`src/rtl/tick_sched_pkg.sv`:
```
// Shared types and constants for the tick scheduler.
package tick_sched_pkg;

    // Per-channel timer state.
    typedef enum logic {
        StIdle = 1'b0,
        StRun  = 1'b1
    } ch_state_e;

    // Channel mode encoding.
    localparam logic ModeOneShot  = 1'b0;
    localparam logic ModePeriodic = 1'b1;

    // 100 ms tick at a 50 MHz system clock.
    localparam int unsigned TickMaxDefault = 32'd4_999_999;

endpackage

```
`src/rtl/tick_gen.sv`:
```
// Free-running prescaler producing a registered one-cycle tick every TICK_MAX+1 cycles.
module tick_gen
    import tick_sched_pkg::*;
#(
    parameter int unsigned TICK_MAX = TickMaxDefault
) (
    input  logic sys_clk,
    input  logic sys_rst,
    output logic tick
);

    localparam int unsigned CntW = (TICK_MAX > 0) ? $clog2(TICK_MAX + 1) : 1;
    localparam logic [CntW-1:0] CntMax = CntW'(TICK_MAX);

    logic [CntW-1:0] cnt_q;
    logic            tick_q;
    logic            wrap;

    assign wrap = (cnt_q == CntMax);
    assign tick = tick_q;

    // Count 0..TICK_MAX, wrap to 0, and register the terminal-count pulse.
    always_ff @(posedge sys_clk) begin
        if (sys_rst) begin
            cnt_q  <= '0;
            tick_q <= 1'b0;
        end else begin
            cnt_q  <= wrap ? '0 : cnt_q + 1'b1;
            tick_q <= wrap;
        end
    end

endmodule

```
`src/rtl/tick_sched.sv`:
```
// Multi-channel tick timer with round-robin expiry event arbitration.
module tick_sched
    import tick_sched_pkg::*;
#(
    parameter  int unsigned TICK_MAX = TickMaxDefault,
    parameter  int unsigned NUM_CH   = 4,
    parameter  int unsigned PERIOD_W = 8,
    localparam int unsigned ChW      = (NUM_CH > 1) ? $clog2(NUM_CH) : 1
) (
    input  logic                sys_clk,
    input  logic                sys_rst,
    input  logic                cfg_wr,
    input  logic [ChW-1:0]      cfg_ch,
    input  logic [PERIOD_W-1:0] cfg_period,
    input  logic                cfg_mode,
    input  logic [NUM_CH-1:0]   start,
    input  logic [NUM_CH-1:0]   stop,
    output logic                evt_valid,
    output logic [ChW-1:0]      evt_ch,
    input  logic                evt_ready,
    output logic [NUM_CH-1:0]   ch_busy,
    output logic [NUM_CH-1:0]   overrun,
    output logic                tick
);

    logic [NUM_CH-1:0] pending;
    logic [NUM_CH-1:0] clr;
    logic              hs;
    logic              evt_valid_q, evt_valid_d;
    logic [ChW-1:0]    evt_ch_q, evt_ch_d;
    logic [ChW-1:0]    ptr_q, ptr_d;
    logic [ChW-1:0]    idx;
    logic              found;

    tick_gen #(
        .TICK_MAX (TICK_MAX)
    ) u_tick_gen (
        .sys_clk (sys_clk),
        .sys_rst (sys_rst),
        .tick    (tick)
    );

    assign hs = evt_valid_q && evt_ready;

    for (genvar g = 0; g < NUM_CH; g++) begin : g_ch
        ch_state_e           state_q, state_d;
        logic [PERIOD_W-1:0] cnt_q, cnt_d;
        logic [PERIOD_W-1:0] period_q;
        logic                mode_q;
        logic                expire;
        logic                busy;
        logic                pend_q;
        logic                ovr_q;
        logic                cfg_hit;

        assign cfg_hit = cfg_wr && (cfg_ch == ChW'(g));
        assign clr[g]  = hs && (evt_ch_q == ChW'(g));

        // State, counter and configuration registers.
        always_ff @(posedge sys_clk) begin
            if (sys_rst) begin
                state_q  <= StIdle;
                cnt_q    <= '0;
                period_q <= '0;
                mode_q   <= ModeOneShot;
            end else begin
                state_q <= state_d;
                cnt_q   <= cnt_d;
                if (cfg_hit) begin
                    period_q <= cfg_period;
                    mode_q   <= cfg_mode;
                end
            end
        end

        // Next state: stop beats start, start beats counting.
        always_comb begin
            state_d = state_q;
            cnt_d   = cnt_q;
            expire  = 1'b0;
            if (stop[g]) begin
                state_d = StIdle;
            end else if (start[g] && (period_q != '0)) begin
                state_d = StRun;
                cnt_d   = period_q;
            end else if ((state_q == StRun) && tick) begin
                if (cnt_q == PERIOD_W'(1)) begin
                    expire = 1'b1;
                    if (mode_q == ModePeriodic) begin
                        cnt_d = period_q;
                    end else begin
                        state_d = StIdle;
                    end
                end else if (cnt_q > PERIOD_W'(1)) begin
                    cnt_d = cnt_q - 1'b1;
                end
            end
        end

        // Outputs decoded from the state.
        always_comb begin
            busy = (state_q == StRun);
        end

        // Pending/overrun: an expiry racing its own handshake is not an overrun.
        always_ff @(posedge sys_clk) begin
            if (sys_rst) begin
                pend_q <= 1'b0;
                ovr_q  <= 1'b0;
            end else begin
                if (cfg_hit) begin
                    ovr_q <= 1'b0;
                end
                if (expire) begin
                    pend_q <= 1'b1;
                    if (pend_q && !clr[g]) begin
                        ovr_q <= 1'b1;
                    end
                end else if (clr[g]) begin
                    pend_q <= 1'b0;
                end
            end
        end

        assign ch_busy[g] = busy;
        assign pending[g] = pend_q;
        assign overrun[g] = ovr_q;
    end

    // Arbiter next state: hold while stalled, idle one cycle after each handshake.
    always_comb begin
        evt_valid_d = evt_valid_q;
        evt_ch_d    = evt_ch_q;
        ptr_d       = ptr_q;
        idx         = '0;
        found       = 1'b0;
        if (evt_valid_q) begin
            if (evt_ready) begin
                evt_valid_d = 1'b0;
                ptr_d       = (evt_ch_q == ChW'(NUM_CH - 1)) ? '0 : evt_ch_q + 1'b1;
            end
        end else if (|pending) begin
            evt_valid_d = 1'b1;
            for (int unsigned k = 0; k < NUM_CH; k++) begin
                idx = ChW'((32'(ptr_q) + k) % NUM_CH);
                if (!found && pending[idx]) begin
                    found    = 1'b1;
                    evt_ch_d = idx;
                end
            end
        end
    end

    // Arbiter registers.
    always_ff @(posedge sys_clk) begin
        if (sys_rst) begin
            evt_valid_q <= 1'b0;
            evt_ch_q    <= '0;
            ptr_q       <= '0;
        end else begin
            evt_valid_q <= evt_valid_d;
            evt_ch_q    <= evt_ch_d;
            ptr_q       <= ptr_d;
        end
    end

    assign evt_valid = evt_valid_q;
    assign evt_ch    = evt_ch_q;

endmodule

```
`config.mk`:
```
export PLATFORM = sky130hd
export DESIGN_NAME = tick_sched
export DESIGN_NICKNAME = d
export VERILOG_FILES = /design/src/rtl/tick_sched_pkg.sv /design/src/rtl/tick_gen.sv /design/src/rtl/tick_sched.sv
export SDC_FILE = /design/constraint.sdc
export NUM_CORES = 1
export LEC_CHECK = 0
export ABC_AREA = 1
export BUFFER_PORTS_ARGS = -buffer_cell sky130_fd_sc_hd__buf_2
export CELL_PAD_IN_SITES_DETAIL_PLACEMENT = 1
export CELL_PAD_IN_SITES_GLOBAL_PLACEMENT = 1
export CORE_MARGIN = 2
export CORE_UTILIZATION = 48
export CTS_CLUSTER_DIAMETER = 60
export DETAILED_ROUTE_END_ITERATION = 8
export PLACE_DENSITY_LB_ADDON = 0.1
export SYNTH_ARGS = -nofsm -noshare
export SYNTH_HDL_FRONTEND = slang
export SYNTH_SLANG_ARGS = --single-unit
```
`constraint.sdc`:
```
create_clock -name sys_clk -period 2.3 [get_ports sys_clk]
set_input_delay 0.23 -clock sys_clk [delete_from_list [all_inputs] [get_ports sys_clk]]
set_output_delay 0.23 -clock sys_clk [all_outputs]
set_load 0.05 [all_outputs]
```
==> metrics.md, run 1 <==
| Metric | Value |
|---|---|
| Status | `complete, no violations` |
| Seq/Total Area, Yosys | `36.0%` |
| Slowest-stage cell, CP | `dfxtp_1` |
| Fmax | `521 MHz` |
| WL/cell | `14.9 µm` |
| DP Cell Count | `1083` |
| Vias in the first global route | `5751` |
| Finished Cell Area | `6590 µm²` |
| CTS Hold Bufs | `0` |
| Ant diodes | `0` |
| Die Wd | `116 µm` |
| Gr usage total | `25.7%` |
| Post-cts resize count | `0` |
| Clk_skew | `0.00765 ns` |
| Layout cells sized above 1 | `11.9%` |
| CP endpoint kind | `flip-flop` |
| Drt via density | `5.16` |
| CTS tree | `done` |
| Top_reg_cell synth | `dfxtp_1` |
| Sinks on Clock Net | `109` |
| Dpl hpwl | `12200 µm` |
| Cts bufs inserted | `9` |
| P&R area growth vs syn | `8.79%` |
| Initial Utilization | `48.6%` |
| Pleak | `0.00279 µW` |
| Relative slew slack | `54.8%` |
| WHS Path Cells | `2` |
| Min Clock Period, post-route | `1.92 ns` |
| Tcrit/Tclk final | `83.4%` |
| CP Data Required Time | `2.54 ns` |
| Crit path max fanout | `21` |
| Synth warn | `0` |
| Ys async rst share | `0%` |
| Post-layout util | `52.9%` |
| Yosys cell types | `41` |
| Crit-path cells | `ha_1 > nand2_1 > nor2_1 > inv_1 > nor4_1 > nand4_1 > nand2_1 > buf_4 > nor3_1` |
| RSZ-0062 raised after global routing | `no` |
| Placed Area | `6290 µm²` |
| EDFF count, synth | `0` |
| Nets | `958` |
| Total grt overflow | `0` |
| Setup TNS | `0 ns` |
| CTS Root Cell | `clkbuf_16` |
| Slowest stage delay, CP | `0.40 ns` |
| Max IR drop VDD | `0.363 mV` |
| Non-Filler Instances | `1099` |
| Final number of max-transition violations | `0` |
| Worst-path clk slew | `0.07 ns` |
| Syn Inst Count | `903` |
| Worst slew pin tran | `0.676 ns` |
| Initial antenna violation count | `0` |
| Min-delay worst type | `input port to flip-flop` |
| Finish-stage setup viols | `0` |
| I/O Buffers | `34` |
| Routed WL | `16400 µm` |
| Full die area | `13500 µm²` |
| Longest Clk Path Bufs | `2` |
| Cell area after synthesis | `6060 µm²` |
| DR iter-0 viols | `293` |
| DR pass1 iterations | `4` |
| H-tree levels | `3` |
| DRC | `0` |
| Clock Latency Late Sink | `0.36 ns` |
| Die height | `116 µm` |
| Critical path class | `flip-flop to flip-flop` |
| PD cells | `730 nW/µm²` |
| Synth Net Count | `939` |
| Core footprint | `12500 µm²` |
| Avg Synthesized Cell Area | `6.71 µm²` |
| Post-DRT Antenna Nets | `0` |
| Worst Path Arrival | `2.16 ns` |
| Setup Buffers After CTS | `0` |
| First-pass GRT wire length | `27500 µm` |
| Vias | `5676` |
| Critical Path Source Type | `flip-flop` |
| Most frequent CP cell | `nand2_1` |
| Std cell rows | `41` |
| FF-to-FF path depth | `9` |
| Max cap viols | `0` |
| Largest net degree at the start of global routing | `59` |
| Routability cong. | `0.835` |
| Synthesis-stage register bit count | `109` |
| # IOs | `35` |
| Final Hold Fails | `0` |
## path summary, 6_finish.rpt
check                              end           startpoint  slack, ns
setup reg to reg  u_tick_gen.cnt_q[12]  u_tick_gen.cnt_q[0]       0.38
hold reg to reg       g_ch[1].cnt_q[7]     g_ch[1].cnt_q[7]       0.48
hold / removal            g_ch[1].busy              stop[1]       0.07
setup / recovery  u_tick_gen.cnt_q[12]  u_tick_gen.cnt_q[0]       0.38
## stage by stage
stage	hold slack (ns)	total power [µW]	setup WS, ns
finish	0.0698	4820	0.381
CTS	0.0641	4860	0.392
detailed placement	0.448	3260	0.412
global route	0.0675	5100	0.122
floorplan	0.308	3010	0.713
global placement	0.441	3210	0.564
## cell usage in the layout (no fill, tap or decap), types with 4 or more instances in the layout
cell type / instances
ha_1: 13
nand3_1: 52
clkbuf_16: 9
nor3b_1: 4
a21oi_2: 7
inv_2: 9
nor4_1: 9
nor3_1: 16
a21oi_1: 50
nand2_2: 17
dfxtp_1: 109
nand4_1: 11
nor3_2: 5
nor2_1: 125
or2_2: 4
inv_1: 106
xnor2_1: 5
nand2_1: 207
buf_2: 34
nand3_2: 4
a211oi_1: 4
o21ai_0: 66
o21ai_1: 5
xor2_1: 17
## cells in the mapped netlist (3+ instances only)
| cell type | instances | area [µm²] |
|---|---|---|
| nand2_1 | 207 | 777 |
| nor2_1 | 125 | 469 |
| dfxtp_1 | 109 | 2180 |
| inv_1 | 106 | 398 |
| o21ai_0 | 66 | 330 |
| nand3_1 | 52 | 260 |
| a21oi_1 | 50 | 250 |
| nand2_2 | 17 | 106 |
| xor2_1 | 17 | 149 |
| nor3_1 | 16 | 80.1 |
| ha_1 | 13 | 163 |
| clkbuf_1 | 12 | 45.0 |
| buf_4 | 11 | 82.6 |
| nand4_1 | 11 | 68.8 |
| inv_2 | 9 | 33.8 |
| nor4_1 | 9 | 56.3 |
| a21oi_2 | 7 | 61.3 |
| nor3_2 | 5 | 50.1 |
| o21ai_1 | 5 | 25.0 |
| xnor2_1 | 5 | 43.8 |
| a211oi_1 | 4 | 30.0 |
| nand3_2 | 4 | 40.0 |
| nor3b_1 | 4 | 30.0 |
| or2_2 | 4 | 25.0 |
| a31oi_1 | 3 | 18.8 |
| buf_2 | 3 | 15.0 |
| buf_6 | 3 | 33.8 |
| nand3b_1 | 3 | 22.5 |
| nor2_2 | 3 | 18.8 |
| nor2_4 | 3 | 33.8 |
## sequential cells by signal (all words and copies together), names as in the netlist
register and count:
g_ch.period_q 32, g_ch.ovr_q 4, u_tick_gen.cnt_q 23, evt_valid 1
g_ch.busy 4, u_tick_gen.tick 1, ptr_q 2, evt_ch 2
g_ch.cnt_q 32, g_ch.pend_q 4, g_ch.mode_q 4
## layout make-up
cell class	instances	area [µm²]
Tap cell	172	215
Multi-Input combinational cell	648	3260
Clock buffer	9	225
Sequential cell	109	2180
Timing Repair Buffer	37	193
Clock inverter	7	76.3
Fill cell	1699	5870
Inverter	117	439
## critical path, delay by kind of cell, from the launching register on
family        cells  cell delay, ns
buf+inv           2            0.36
fa+ha+maj         1            0.19
flops             1            0.40
simple gates      6            0.85
## power breakdown
| group | total, µW | internal, µW | switching (µW) |
|---|---|---|---|
| logic | 1150 | 400 | 748 |
| clock network | 1600 | 849 | 749 |
| registers | 2070 | 1990 | 81.7 |
## kinds of logic after synthesis
logic type,count (synthesis),synth area share [%]
AOI/OAI and AO/OA,147,13.8
buffers and inverters,146,10.2
and+or+nand+nor,466,34.2
DFF,109,36.0
xor gates and xnor gates,22,3.18
adders and majority gates,13,2.68
## metal layers
| layer | wire, µm | share of wire [%] | vias to the layer above | global-route usage [%] |
|---|---|---|---|---|
| met3 | 246 | 1.5 | 23 | 3.06 |
| li1 | - | - | 2910 | - |
| met2 | 7830 | 48 | 49 | 44.2 |
| met4 | 387 | 2.4 | 0 | 10.2 |
| met5 | 0 | 0 | - | 0 |
| met1 | 7920 | 48 | 2694 | 33.0 |
(Power assumes the default switching activity.)
==> run 2: changes to the inputs <==
--- a/config.mk
+++ b/config.mk
@@ -10,7 +10,7 @@
 export CELL_PAD_IN_SITES_DETAIL_PLACEMENT = 1
 export CELL_PAD_IN_SITES_GLOBAL_PLACEMENT = 1
 export CORE_MARGIN = 2
-export CORE_UTILIZATION = 48
+export CORE_UTILIZATION = 40
 export CTS_CLUSTER_DIAMETER = 60
 export DETAILED_ROUTE_END_ITERATION = 8
 export PLACE_DENSITY_LB_ADDON = 0.1
==> constraint.sdc (replaced) <==
create_clock -name sys_clk -period 1.6 [get_ports sys_clk]
set_input_delay 0.16 -clock sys_clk [delete_from_list [all_inputs] [get_ports sys_clk]]
set_output_delay 0.16 -clock sys_clk [all_outputs]
set_load 0.05 [all_outputs]
==> run 2 against run 1 <==
Compared with the run above:
- the run now ends with setup timing left
- critical path depth increased by 1
- core utilization increased by 2.5 points
- via count increased by 11%
- global-route usage decreased by 2.6 points
- clock skew increased by 0.0053 ns
- register-to-register slack got worse by 0.46 ns
- combinational power increased by 110%
- first-iteration DRC count increased by 1.7%
- sequential power increased by 44%
- cell count increased by 9.5%
- critical endpoint is now u_tick_gen.cnt_q[5]
- largest power group unchanged
==> metrics.md, run 2 (synthesized netlist as in run 1, its figures left out) <==
| Metric | Value |
|---|---|
| Status | `complete, but fails checks` |
| Failing checks | `setup timing` |
| Layout cells sized above 1 | `33.1% (+21 points)` |
| Vias | `6301 (+11%)` |
| Routability cong. | `0.856 (+2.5%)` |
| Largest net degree at the start of global routing | `52 (-12%)` |
| Full die area | `16200 µm² (+19%)` |
| R2R Path Start | `u_tick_gen.cnt_q[0]` |
| RSZ-0062 raised after global routing | `yes` |
| I/O Buffers | `34 (unchanged)` |
| CP endpoint kind | `flip-flop` |
| Std cell rows | `44 (+7.3%)` |
| Pre-CTS setup slack | `-0.334 ns (-0.746 ns)` |
| Die height | `127 µm (+9.2%)` |
| WP buf/inv | `3 (+1)` |
| DR iter-0 viols | `298 (+1.7%)` |
| Dpl hpwl | `13400 µm (+9.4%)` |
| Hold Startpoint | `stop[0]` |
| FF-to-FF path depth | `10 (+1)` |
| Largest regs | `g_ch.cnt_q x32, g_ch.period_q x32, u_tick_gen.cnt_q x23` |
| Setup TNS | `-1.41 ns (-1.41 ns)` |
| DR pass1 iterations | `4 (unchanged)` |
| H-tree levels | `3 (unchanged)` |
| Initial antenna violation count | `0 (unchanged)` |
| Max IR drop VDD | `0.773 mV (+110%)` |
| Worst slew pin tran | `0.568 ns (-0.107 ns)` |
| # IOs | `35 (unchanged)` |
| WHS Endpoint | `g_ch[0].busy` |
| Die Wd | `127 µm (+9.2%)` |
| CP Data Required Time | `1.86 ns (-0.68 ns)` |
| Ant diodes | `0 (unchanged)` |
| Final Hold Fails | `0 (unchanged)` |
| Initial Utilization | `41.4% (-7.2 points)` |
| Tcrit/Tclk final | `105% (+22 points)` |
| Family with the most delay on the worst path | `simple AND/OR/NAND/NOR gates` |
| Post-DRT Antenna Nets | `0 (unchanged)` |
| Crit-path cells | `ha_4 > nand2_4 > nor2_4 > inv_2 > nor4_4 > nand4_1 > nand2_2 > buf_6 > clkbuf_16 > a21oi_2` |
| Clk_skew | `0.0129 ns (+0.00526 ns)` |
| Non-Filler Instances | `1203 (+9.5%)` |
| Clock Latency Late Sink | `0.36 ns (about the same)` |
| Critical path depth in cells | `10 (+1)` |
| Final worst slack | `-0.0816 ns (-0.463 ns)` |
| CTS tree | `done` |
| Final number of max-transition violations | `0 (unchanged)` |
| PD cells | `971 nW/µm² (+33%)` |
| DRC | `0 (unchanged)` |
| Crit path max fanout | `5 (-76%)` |
| Relative slew slack | `62.0% (+7.2 points)` |
| Most common cell after layout, fill and taps aside | `nand2_1` |
| Worst Path Arrival | `1.95 ns (-0.21 ns)` |
| Vias in the first global route | `6500 (+13%)` |
| Finish-stage setup viols | `25 (+25)` |
| Slowest stage delay, CP | `0.36 ns (-0.04 ns)` |
| Drt via density | `5.24 (+1.4%)` |
| Sinks on Clock Net | `109 (unchanged)` |
| Most frequent cells in the layout | `nand2_1, nor2_1, dfxtp_1` |
| Min-delay worst type | `input port to flip-flop` |
| WL/cell | `16.3 µm (+9.4%)` |
| Critical path class | `flip-flop to flip-flop` |
| Min Clock Period, post-route | `1.68 ns (-0.237 ns)` |
| R2R Setup Slk | `-0.08 ns (-0.46 ns)` |
| WHS Path Cells | `2 (unchanged)` |
| DP Cell Count | `1155 (+6.6%)` |
| P&R area growth vs syn | `33.9%` |
| Placed Area | `6800 µm² (+8.0%)` |
| Finished Cell Area | `8120 µm² (+23%)` |
| RR Endpoint | `u_tick_gen.cnt_q[5]` |
| Max cap viols | `0 (unchanged)` |
| Fmax | `595 MHz (+14%)` |
| Longest Clk Path Bufs | `2 (unchanged)` |
| First-pass GRT wire length | `30400 µm (+11%)` |
| Total grt overflow | `0 (unchanged)` |
| Slowest-stage cell, CP | `dfxtp_2` |
| Core footprint | `14600 µm² (+17%)` |
| CTS Root Cell | `clkbuf_16` |
| Worst-path clk slew | `0.08 ns (about the same)` |
| Cts bufs inserted | `9 (unchanged)` |
| Routed WL | `19600 µm (+20%)` |
| Gr usage total | `23.2% (-2.6 points)` |
| Critical Path Source Type | `flip-flop` |
| Pleak | `0.00345 µW (+23%)` |
| Nets | `1050 (+9.6%)` |
[run 2: changes by cell type in the layout (fill, tap and decap cells not counted), moves of 12 or more]
cell     before  now
nor2_1      125   97
buf_4         3   73
nor2_4        3   18
nand2_2      17   39
dfxtp_1     109   93
nor2_2        3   16
dfxtp_2       0   12
a21oi_1      50   38
inv_1       106   91
nand2_1     207  178
[run 2: per-layer routing]
| layer | track usage (%) | share of wire [%] | up-vias |
|---|---|---|---|
| met5 | 0 | 0 | - |
| met4 | 5.75 | 1.4 | 0 |
| met3 | 4.56 | 2.2 | 18 |
| met2 | 43.2 | 53 | 72 |
| met1 | 27.3 | 44 | 3100 |
| li1 | - | - | 3111 |
[run 2: worst max path at each step]
stage | from | to
finish | u_tick_gen.cnt_q[0] | u_tick_gen.cnt_q[5]
global route | u_tick_gen.cnt_q[0] | u_tick_gen.cnt_q[16]
global placement | u_tick_gen.cnt_q[0] | u_tick_gen.cnt_q[16]
CTS | u_tick_gen.cnt_q[0] | u_tick_gen.cnt_q[16]
detailed placement | u_tick_gen.cnt_q[1] | u_tick_gen.cnt_q[2]
floorplan | u_tick_gen.tick | g_ch[0].cnt_q[4]
[run 2: cell type report]
type,instances,area (µm²)
sequential,109,2210
timing repair buffer,125,987
clock inverter,3,68.8
clock buffer,13,250
multi-input combinational,651,3900
fill,1887,6530
timing repair inverter,1,7.51
tap,184,230
inverter,117,460
[run 2: where the power goes]
group	internal, µW	switching (µW)	leakage (µW)
clock	1420	1040	0.000154
sequential	2860	125	0.000895
combinational	969	1470	0.00240
total	5250	2630	0.00345
[run 2: metrics by stage]
stage	util, %	total power [µW]	hold WS [ns]
finish	55.4	7880	0.0186
CTS	50.4	7410	0.00341
global placement	46.4	4790	0.359
global route	55.4	8300	0.0202
detailed placement	46.4	4870	0.363
floorplan	-	4330	0.238
[run 2: worst register-to-register path, delay by kind of cell (launching register included)]
kind | cells | cell delay (ns)
flip-flops | 1 | 0.36
buffers and inverters | 3 | 0.36
AO/OA/AOI/OAI | 1 | 0.04
adder cells (fa/ha/maj) | 1 | 0.15
AND/OR/NAND/NOR | 5 | 0.68
[run 2: timing repair]
action	in CTS	in global routing
pin swaps	4	55
setup endpoints to repair	50	63
hold buffers	1	0
cloned	2	6
hold endpoints to repair	1	0
gates resized for setup	35	176
setup buffers	7	21
